## src/rtl/l2_bank_sched.sv

```systemverilog
// ---------------------------------------------------------------------------
// l2_bank_sched
//
// Round-robin scheduler sharing four L2 cache banks among four requesters.
// Each cycle at most one requester whose target bank can accept is granted.
// The issued request is presented to the bank array one cycle later as a
// one-hot bank strobe with address and requester id. Each bank is kept
// occupied for BANK_LAT cycles. In the last occupied cycle a one-hot response
// strobe is returned to the requester that issued the access.
//
// Parameters:
//   ADDR_W   - request address width
//   BANK_LSB - LSB of the 2-bit bank field inside the address
//   BANK_LAT - bank occupancy / response latency in cycles (2..15)
//
// Ports:
//   clk          - clock, all logic on the rising edge
//   rstn         - synchronous active-low reset
//   req_valid    - per-requester request valid
//   req_addr     - packed per-requester addresses, requester i at
//                  [i*ADDR_W +: ADDR_W]
//   req_ready    - one-hot grant (combinational)
//   bank_req     - one-hot bank strobe for the issued access (registered)
//   bank_addr    - address of the issued access (registered, holds)
//   bank_id      - requester index of the issued access (registered, holds)
//   bank_busy    - per-bank occupied flag
//   resp_valid   - one-hot response strobe to the originating requester
//   conflict_cnt - saturating count of cycles in which a valid request was
//                  held off by a busy bank
//
// Optional feature macro: L2_SCHED_CONFLICT_CNT_EN
//   defined   - conflict_cnt is a live saturating counter
//   undefined - conflict_cnt is tied to zero
// ---------------------------------------------------------------------------
module l2_bank_sched #(
  parameter int ADDR_W   = 32,
  parameter int BANK_LSB = 6,
  parameter int BANK_LAT = 4
) (
  input  logic                  clk,
  input  logic                  rstn,
  input  logic [3:0]            req_valid,
  input  logic [4*ADDR_W-1:0]   req_addr,
  output logic [3:0]            req_ready,
  output logic [3:0]            bank_req,
  output logic [ADDR_W-1:0]     bank_addr,
  output logic [1:0]            bank_id,
  output logic [3:0]            bank_busy,
  output logic [3:0]            resp_valid,
  output logic [15:0]           conflict_cnt
);

  localparam logic [3:0] LAT_C = 4'(BANK_LAT);

  // Per-bank occupancy counters and the requester id owed a response.
  logic [3:0]        cnt_r [4];
  logic [1:0]        id_r  [4];
  logic [1:0]        ptr_r;
  logic [3:0]        bank_req_r;
  logic [ADDR_W-1:0] bank_addr_r;
  logic [1:0]        bank_id_r;

  logic [1:0]        bank_of_s [4];
  logic [3:0]        eligible_s;
  logic              grant_vld_s;
  logic [1:0]        grant_idx_s;
  logic [1:0]        grant_bank_s;
  logic [ADDR_W-1:0] grant_addr_s;

  // Extract target bank per requester and decide eligibility.
  // A bank with cnt == 1 is finishing this cycle, so it may be reloaded now.
  always_comb begin
    for (int i = 0; i < 4; i++) begin
      bank_of_s[i]  = req_addr[i*ADDR_W+BANK_LSB +: 2];
      eligible_s[i] = req_valid[i] && (cnt_r[bank_of_s[i]] <= 4'd1);
    end
  end

  // Round-robin scan starting at ptr_r; first eligible requester wins.
  always_comb begin
    logic [1:0] cand;
    grant_vld_s = 1'b0;
    grant_idx_s = ptr_r;
    cand        = 2'd0;
    for (int k = 0; k < 4; k++) begin
      cand = ptr_r + 2'(k);
      if (!grant_vld_s && eligible_s[cand]) begin
        grant_vld_s = 1'b1;
        grant_idx_s = cand;
      end else begin
        grant_vld_s = grant_vld_s;
      end
    end
    // No grants are offered while reset is held.
    if (!rstn) begin
      grant_vld_s = 1'b0;
    end else begin
      grant_vld_s = grant_vld_s;
    end
  end

  // Select bank and address of the winning requester.
  always_comb begin
    grant_bank_s = bank_of_s[grant_idx_s];
    grant_addr_s = {ADDR_W{1'b0}};
    for (int i = 0; i < 4; i++) begin
      if (grant_idx_s == 2'(i)) begin
        grant_addr_s = req_addr[i*ADDR_W +: ADDR_W];
      end else begin
        grant_addr_s = grant_addr_s;
      end
    end
  end

  // One-hot grant back to the requesters.
  always_comb begin
    req_ready = 4'b0000;
    if (grant_vld_s) begin
      req_ready[grant_idx_s] = 1'b1;
    end else begin
      req_ready = 4'b0000;
    end
  end

  // Bank occupancy counters and response ids; a grant reload wins over
  // the decrement, and the old id is still visible in the reload cycle.
  always_ff @(posedge clk) begin
    if (!rstn) begin
      for (int b = 0; b < 4; b++) begin
        cnt_r[b] <= 4'd0;
        id_r[b]  <= 2'd0;
      end
    end else begin
      for (int b = 0; b < 4; b++) begin
        if (grant_vld_s && (grant_bank_s == 2'(b))) begin
          cnt_r[b] <= LAT_C;
          id_r[b]  <= grant_idx_s;
        end else if (cnt_r[b] != 4'd0) begin
          cnt_r[b] <= cnt_r[b] - 4'd1;
        end else begin
          cnt_r[b] <= cnt_r[b];
        end
      end
    end
  end

  // Round-robin pointer and registered issue interface to the bank array.
  always_ff @(posedge clk) begin
    if (!rstn) begin
      ptr_r       <= 2'd0;
      bank_req_r  <= 4'b0000;
      bank_addr_r <= {ADDR_W{1'b0}};
      bank_id_r   <= 2'd0;
    end else if (grant_vld_s) begin
      ptr_r       <= grant_idx_s + 2'd1;
      bank_req_r  <= 4'b0001 << grant_bank_s;
      bank_addr_r <= grant_addr_s;
      bank_id_r   <= grant_idx_s;
    end else begin
      ptr_r       <= ptr_r;
      bank_req_r  <= 4'b0000;
      bank_addr_r <= bank_addr_r;
      bank_id_r   <= bank_id_r;
    end
  end

  assign bank_req  = bank_req_r;
  assign bank_addr = bank_addr_r;
  assign bank_id   = bank_id_r;

  // Busy flags and response strobes decoded from the counter registers.
  always_comb begin
    bank_busy  = 4'b0000;
    resp_valid = 4'b0000;
    for (int b = 0; b < 4; b++) begin
      bank_busy[b] = (cnt_r[b] != 4'd0);
      if (cnt_r[b] == 4'd1) begin
        resp_valid[id_r[b]] = 1'b1;
      end else begin
        resp_valid = resp_valid;
      end
    end
  end

`ifdef L2_SCHED_CONFLICT_CNT_EN
  logic [3:0]  blocked_s;
  logic [15:0] conflict_r;

  // A request is blocked when its bank still has more than one cycle left.
  always_comb begin
    for (int i = 0; i < 4; i++) begin
      blocked_s[i] = req_valid[i] && (cnt_r[bank_of_s[i]] > 4'd1);
    end
  end

  // Saturating blocked-cycle counter, cleared only by reset.
  always_ff @(posedge clk) begin
    if (!rstn) begin
      conflict_r <= 16'd0;
    end else if ((|blocked_s) && (conflict_r != 16'hFFFF)) begin
      conflict_r <= conflict_r + 16'd1;
    end else begin
      conflict_r <= conflict_r;
    end
  end

  assign conflict_cnt = conflict_r;
`else
  assign conflict_cnt = 16'd0;
`endif

endmodule

```

## config.mk

```make
export PLATFORM = sky130hd
export DESIGN_NAME = l2_bank_sched
export DESIGN_NICKNAME = d
export VERILOG_FILES = /design/src/rtl/l2_bank_sched.sv
export SDC_FILE = /design/constraint.sdc
export NUM_CORES = 1
export LEC_CHECK = 0
export CAP_MARGIN = 20
export CORE_ASPECT_RATIO = 0.5
export CORE_UTILIZATION = 46
export DETAILED_ROUTE_END_ITERATION = 8
export PLACE_DENSITY = 0.86
export SLEW_MARGIN = 20
export SYNTH_ARGS = -nofsm -noshare
export SYNTH_HDL_FRONTEND = slang
export SYNTH_SLANG_ARGS = --single-unit
```

## constraint.sdc

```tcl
create_clock -name clk -period 10.23 [get_ports clk]
set_input_delay 2.046 -clock clk [delete_from_list [all_inputs] [get_ports clk]]
set_output_delay 2.046 -clock clk [all_outputs]
set_load 0.02 [all_outputs]
```

# --- Word-level counts from Yosys, hierarchy flattened ---
# Memory sizes are Yosys's and may differ from the RTL's.
# Index checks and enable logic that the tools add are counted.
word_totals:
  in_bits: 134
  output_inout_bits: 66
  register_bits: 40
  n_memories: 2
  mem_bits_rw: 24
  wordCells: 189
classes:
  n_lt_le_gt_ge: 19
  muxes: 99
  add_sub_neg: 8
  n_reduce_logical: 26
  n_eq_ne: 10
  shifts: 1
  n_bitwise: 20
mem_list:
  columns: ["name", "depth", "word_bits", "read_ports", "rd_clocked_by_memory_dff", "write_ports", "line", "rtl"]
  rows:
  - ["cnt_r", 4, 4, 8, 0, 4, "56", "logic [3:0] cnt_r [4];"]
  - ["id_r", 4, 2, 4, 0, 4, "57", "logic [1:0] id_r [4];"]
ops:
  columns: ["operator", "count"]
  rows:
  - ["$mux W32", 4]
  - ["$mux W4", 17]
  - ["$mux W1", 59]
  - ["$lt A2 B3 Y1 const B", 9]
  - ["$mux W2", 9]
  - ["$eq A4 B1 Y1 const B", 4]
  - ["$le A4 B1 Y1 const B", 4]
  - ["$logic_and A1 B1 Y1", 16]
  - ["$or A1 B1 Y1", 16]
  - ["$reduce_bool A4 Y1", 4]
  - ["$sub A4 B1 Y4 const B", 4]
  - ["$or A4 B4 Y4", 3]
  - ["$demux W1 S2", 5]
  - ["$ge A2 B1 Y1 const B", 5]
  - ["$bmux W1 S2", 4]
  - ["$eq A2 B2 Y1 const B", 4]
  - ["$add A2 B1 Y2 const B", 2]
  - ["$add A2 B2 Y2 const B", 2]
  - ["$bmux W2 S2", 1]
  - ["$eq A2 B1 Y1 const B", 2]
  - ["$logic_not A2 Y1", 2]
  - ["$shl A1 B2 Y4 const A", 1]
  - ["$ge A3 B3 Y1 const B", 1]
  - ["$logic_not A1 Y1", 3]
  - ["other kinds (2)", 2]

# --- Logic depth before layout (Yosys ltp) ---
# An unclocked memory read counts as a cell.
logic_depth:
  depth_word: 27
  mapped_depth: 16
  mapped_depth_nobuf: 14

# --- Least setup slack after synthesis ---
# No wires, ideal clock.
synth_timing:
  path_kind: "input -> output"
  startpoint: "in req_addr[71]"
  endpoint: "out req_ready[2]"
  path_buffers: 3
  slack_ps: 3868
  t_required_ps: 8184
  arrival_time_ps: 4316
  cell_stages: 11
  cell_sequence: "or2_2 -> o22ai_1 -> o21a_2 -> o211ai_1 -> and3_1 -> buf_6 -> inv_6 -> ha_1 -> clkbuf_1 -> clkbuf_1 -> and3_1"
synth_via:
  elab_chain_cells: 20
  word_cells_on_any_way: 31
  cone_classes: "order compare (3); mux (19); reduce/logical (8); memory (1)"
synth_rtl:
  columns: ["item", "line", "rtl"]
  rows:
  - ["start, declared", "43", "input logic [4*ADDR_W-1:0] req_addr,"]
  - ["$mem_v2 Z4 W4 *", null, null]
  - ["$le A4 B1 Y1 *", "75", "eligible_s[i] = req_valid[i] && (cnt_r[bank_of_s[i]] <= 4'd1);"]
  - ["$logic_and A1 B1 Y1 *", "75", null]
  - ["$bmux W1 S2", "87", "if (!grant_vld_s && eligible_s[cand]) begin"]
  - ["$mux W1 (implied by the code)", "87", null]
  - ["$mux W1", "87", null]
  - ["$logic_not A1 Y1", "87", null]
  - ["$logic_and A1 B1 Y1", "87", null]
  - ["(+5 left out)", null, null]
  - ["$logic_and A1 B1 Y1", "87", null]
  - ["$mux W2 *", "87", null]
  - ["via grant_idx_s[0]", "66", "logic [1:0] grant_idx_s;"]
  - ["$lt A2 B3 Y1 (implied by the code) / $ge A2 B1 Y1 (equally long branches)", "119", "req_ready[grant_idx_s] = 1'b1;"]
  - ["$logic_and A1 B1 Y1 (implied by the code)", "119", null]
  - ["$mux W1 (implied by the code)", "119", null]
  - ["$demux W1 S2 *", "119", null]
  - ["$mux W4 *", "118", "if (grant_vld_s) begin"]
  - ["end, declared", "44", "output logic [3:0] req_ready,"]
# The timed path passes the listed nets; every way through them passes the cells marked *. The select of a mux whose other input is x is not followed.

# --- Final worst setup path ---
layout_timing:
  startpoint: "in req_addr[7]"
  endpoint: "out req_ready[1]"
layout_via:
  elab_chain_cells: 20
  word_cells_on_any_way: 31
  cone_classes: "order compare (3); mux (19); reduce/logical (8); memory (1)"
layout_rtl:
  columns: ["item", "line"]
  rows:
  - ["$mem_v2 Z4 W4 *", null]
  - ["$le A4 B1 Y1 *", "75"]
  - ["$logic_and A1 B1 Y1 *", "75"]
  - ["$bmux W1 S2", "87"]
  - ["$mux W1 (implied by the code)", "87"]
  - ["$mux W1", "87"]
  - ["$logic_not A1 Y1", "87"]
  - ["$logic_and A1 B1 Y1", "87"]
  - ["(+4 left out)", null]
  - ["$logic_not A1 Y1", "87"]
  - ["$logic_and A1 B1 Y1", "87"]
  - ["$mux W2", "87"]
  - ["$lt A2 B3 Y1 (implied by the code) / $ge A2 B1 Y1 (equally long branches)", "119"]
  - ["$logic_and A1 B1 Y1 (implied by the code)", "119"]
  - ["$mux W1 (implied by the code)", "119"]
  - ["$demux W1 S2", "119"]
  - ["$mux W4 *", "118"]
# Every way passes the cells marked *; elsewhere a longest branch is shown, timed or not. The select of a mux whose other input is x is not followed.

==> qor.txt <==
post-cts resize count - 0
Max H-tree Level - 3
register bit total from synthesis - 64
n_diodes - 0
layout cells sized above 1 - 6.13%
R2R depth - 13
commonest non-fill, non-tap cell in the layout - clkdlybuf4s50_1
Max FO, Critical Path - 48
hold-fix buffers at CTS - 0
drt pass-1 iters - 5
Cells after DPL - 837
final setup fails - 0
Antenna Violating Nets Remaining - 0
DIE HEIGHT - 72.2 um
Hold Vio Cnt, Final - 0
via count - 4792
asr flop ratio synth - 0%
Primary FF master, synth - dfxtp_1
clock root buffer - clkbuf_16
Pwr Total - 2110 uW
peak supply drop - 183 uV
Routed WL - 13700 um
Avg WL per Cell - 16.1 um
slew at the pin closest to its max-slew limit - 0.934 ns
Slew headroom - 37.7%
die area - 0.0103 mm^2
initial antenna violation count - 0
num rows - 25
period utilization - 79.1%
Layout Cells excl Fill - 853
Post-DP Area - 0.00635 mm^2
FF-to-FF Start - cnt_r[3][3]$_SDFFCE_PP0P_
Via density - 5.62
clock latency on the worst-skew pair - 0.33 ns
Setup CP Type - input port to output port
Crit. End Element - output port
worst hold path type - flop to flop
# DRC - 0
post-route setup TNS - 0 ns
R2R setup slack - 5.64 ns
achievable clock frequency - 124 MHz
synth unique cells - 63
Syn. warnings - 0
GRT overflow - 0
clock slew at reported path FFs - 0.05 ns
total clock buffers created by CTS - 9
Gate Count Post-Synth - 554
vias in the first global route - 4358
CTS Buffer Depth - 2
PD cells - 318 mW/mm^2
Design Area, Final - 0.00664 mm^2
CP startpoint - req_addr[7]
port bufs - 183
FILL cells - 753
RSZ-0062 raised after global routing - false
worst path required time - 8.18 ns
DR iter-0 viols - 360
post-route clock skew - 0.00657 ns
sequential area share after synthesis - 33.6%
Die X - 142 um
Syn Area/Cell - 8.17 um^2
r2r endpoint - bank_addr[4]$_SDFFE_PN0N_
overall routing resource usage - 26.8%
first-pass GRT wire length - 21500 um
# Post-CTS Setup Buffers - 0
nets - 863
Final min period - 8.09 ns
Area Overhead vs Synth - 46.6%
Final Wtd Congestion - 0.925
# IOs - 200
crit path to - req_ready[1]
max-cap violation count - 0
Initial Util - 47.6%
Clock Sinks - 64
CP Launch Type - input port
Post-synth EDFFs - 24
most frequent cells in the layout - clkdlybuf4s50_1 (182), nand2_1 (79), nor2_1 (62)
Pleak - 0.00283 uW
largest net degree at the start of global routing - 70
status - finished clean
CTS tree - done
Critical Path AT - 6.04 ns
Slew Limit Fails - 0
Core ar. - 0.00951 mm^2
Cell Area, Synth - 0.00453 mm^2
post-detail-place hpwl - 9820 um
## synth_stat cells (all sizes together), types with 5 or more instances
library cell | count | area [um^2]
o211ai | 34 | 255
and2 | 6 | 40.0
a21oi | 49 | 245
a22oi | 19 | 148
o22ai | 6 | 43.8
inv | 25 | 98.8
edfxtp | 24 | 721
dfxtp | 40 | 801
o311a | 7 | 70.1
o21ai | 5 | 28.8
or3 | 5 | 51.3
o211a | 32 | 320
clkbuf | 30 | 113
nand3 | 6 | 30.0
nand2 | 79 | 297
nand2b | 5 | 31.3
nor2 | 62 | 233
buf | 25 | 163
ha | 16 | 200
nand4 | 12 | 75.1
and3 | 8 | 50.1
nor3 | 8 | 40.0
## sequential cells by signal, summed over array words and instances (netlist names)
| signal | flops |
|---|---|
| cnt_r | 16 |
| bank_addr | 32 |
| bank_id | 2 |
| id_r | 8 |
| bank_req | 4 |
| ptr_r | 2 |
## where the power goes
group | switching, uW | total (uW) | internal, uW
registers | 75.3 | 454 | 379
logic | 809 | 1370 | 563
clock network | 107 | 283 | 176
## per-stage QoR
stage               worst slack, ns  util [%]  hold slack [ns]
floorplan                      3.87         -            0.528
global placement               2.27      66.8            0.454
detailed placement             2.11      66.8            0.467
CTS                            2.11      69.7            0.479
global route                   1.93      69.8            0.505
finish                         2.14      69.8            0.477
## how the worst min path moves through the flow
| stage | cells past startpoint | from | endpoint | slack [ns] |
|---|---|---|---|---|
| after detailed placement | 2 | bank_id[1]$_SDFFE_PN0N_ | bank_id[1]$_SDFFE_PN0N_ | 0.47 |
| after global routing | 2 | bank_id[1]$_SDFFE_PN0N_ | bank_id[1]$_SDFFE_PN0N_ | 0.50 |
| final | 2 | bank_id[0]$_SDFFE_PN0N_ | bank_id[0]$_SDFFE_PN0N_ | 0.48 |
| after CTS | 2 | bank_id[0]$_SDFFE_PN0N_ | bank_id[0]$_SDFFE_PN0N_ | 0.48 |
| after floorplan | 2 | ptr_r[1]$_SDFFE_PN0N_ | ptr_r[1]$_SDFFE_PN0N_ | 0.53 |
| after global placement | 2 | bank_id[1]$_SDFFE_PN0N_ | bank_id[1]$_SDFFE_PN0N_ | 0.45 |
## critical path, cell delays in order
cell and delay, ns:
clkdlybuf4s50_1 0.57, nor4b_1 0.23, o211ai_1 0.28, nand3_1 0.13, o211ai_1 0.41, and3_1 0.57
ha_2 0.92, and3_1 0.27, clkdlybuf4s50_1 0.60
## area by class of cell
| cell class | instances | area, um^2 | share of cell area, % |
|---|---|---|---|
| multi-input combinational | 425 | 2710 | 40.8 |
| timing repair buffer | 188 | 1860 | 28.1 |
| sequential | 64 | 1520 | 22.9 |
| clock buffer | 13 | 260 | 3.92 |
| tap | 135 | 169 | 2.54 |
| inverter | 25 | 98.8 | 1.49 |
| clock inverter | 3 | 17.5 | 0.264 |
## cells by family after synthesis
family                   Yosys count  share of synthesized area (%)
AND/OR/NAND/NOR                  206                           21.4
AO/OA/AOI/OAI                    177                           30.1
other                              1                         0.0828
XOR/XNOR                           7                           1.35
multiplexers                       3                          0.774
adder cells (fa/ha/maj)           16                           4.42
flip-flops                        64                           33.6
buffers and inverters             80                           8.26
## layer usage
layer  track usage (%)  share of wire, %
met3              7.00               7.0
met2              45.4                48
met5                 0                 0
met1              32.9                42
met4              11.0               2.3
Note: power is estimated with default switching activity, not from simulation.
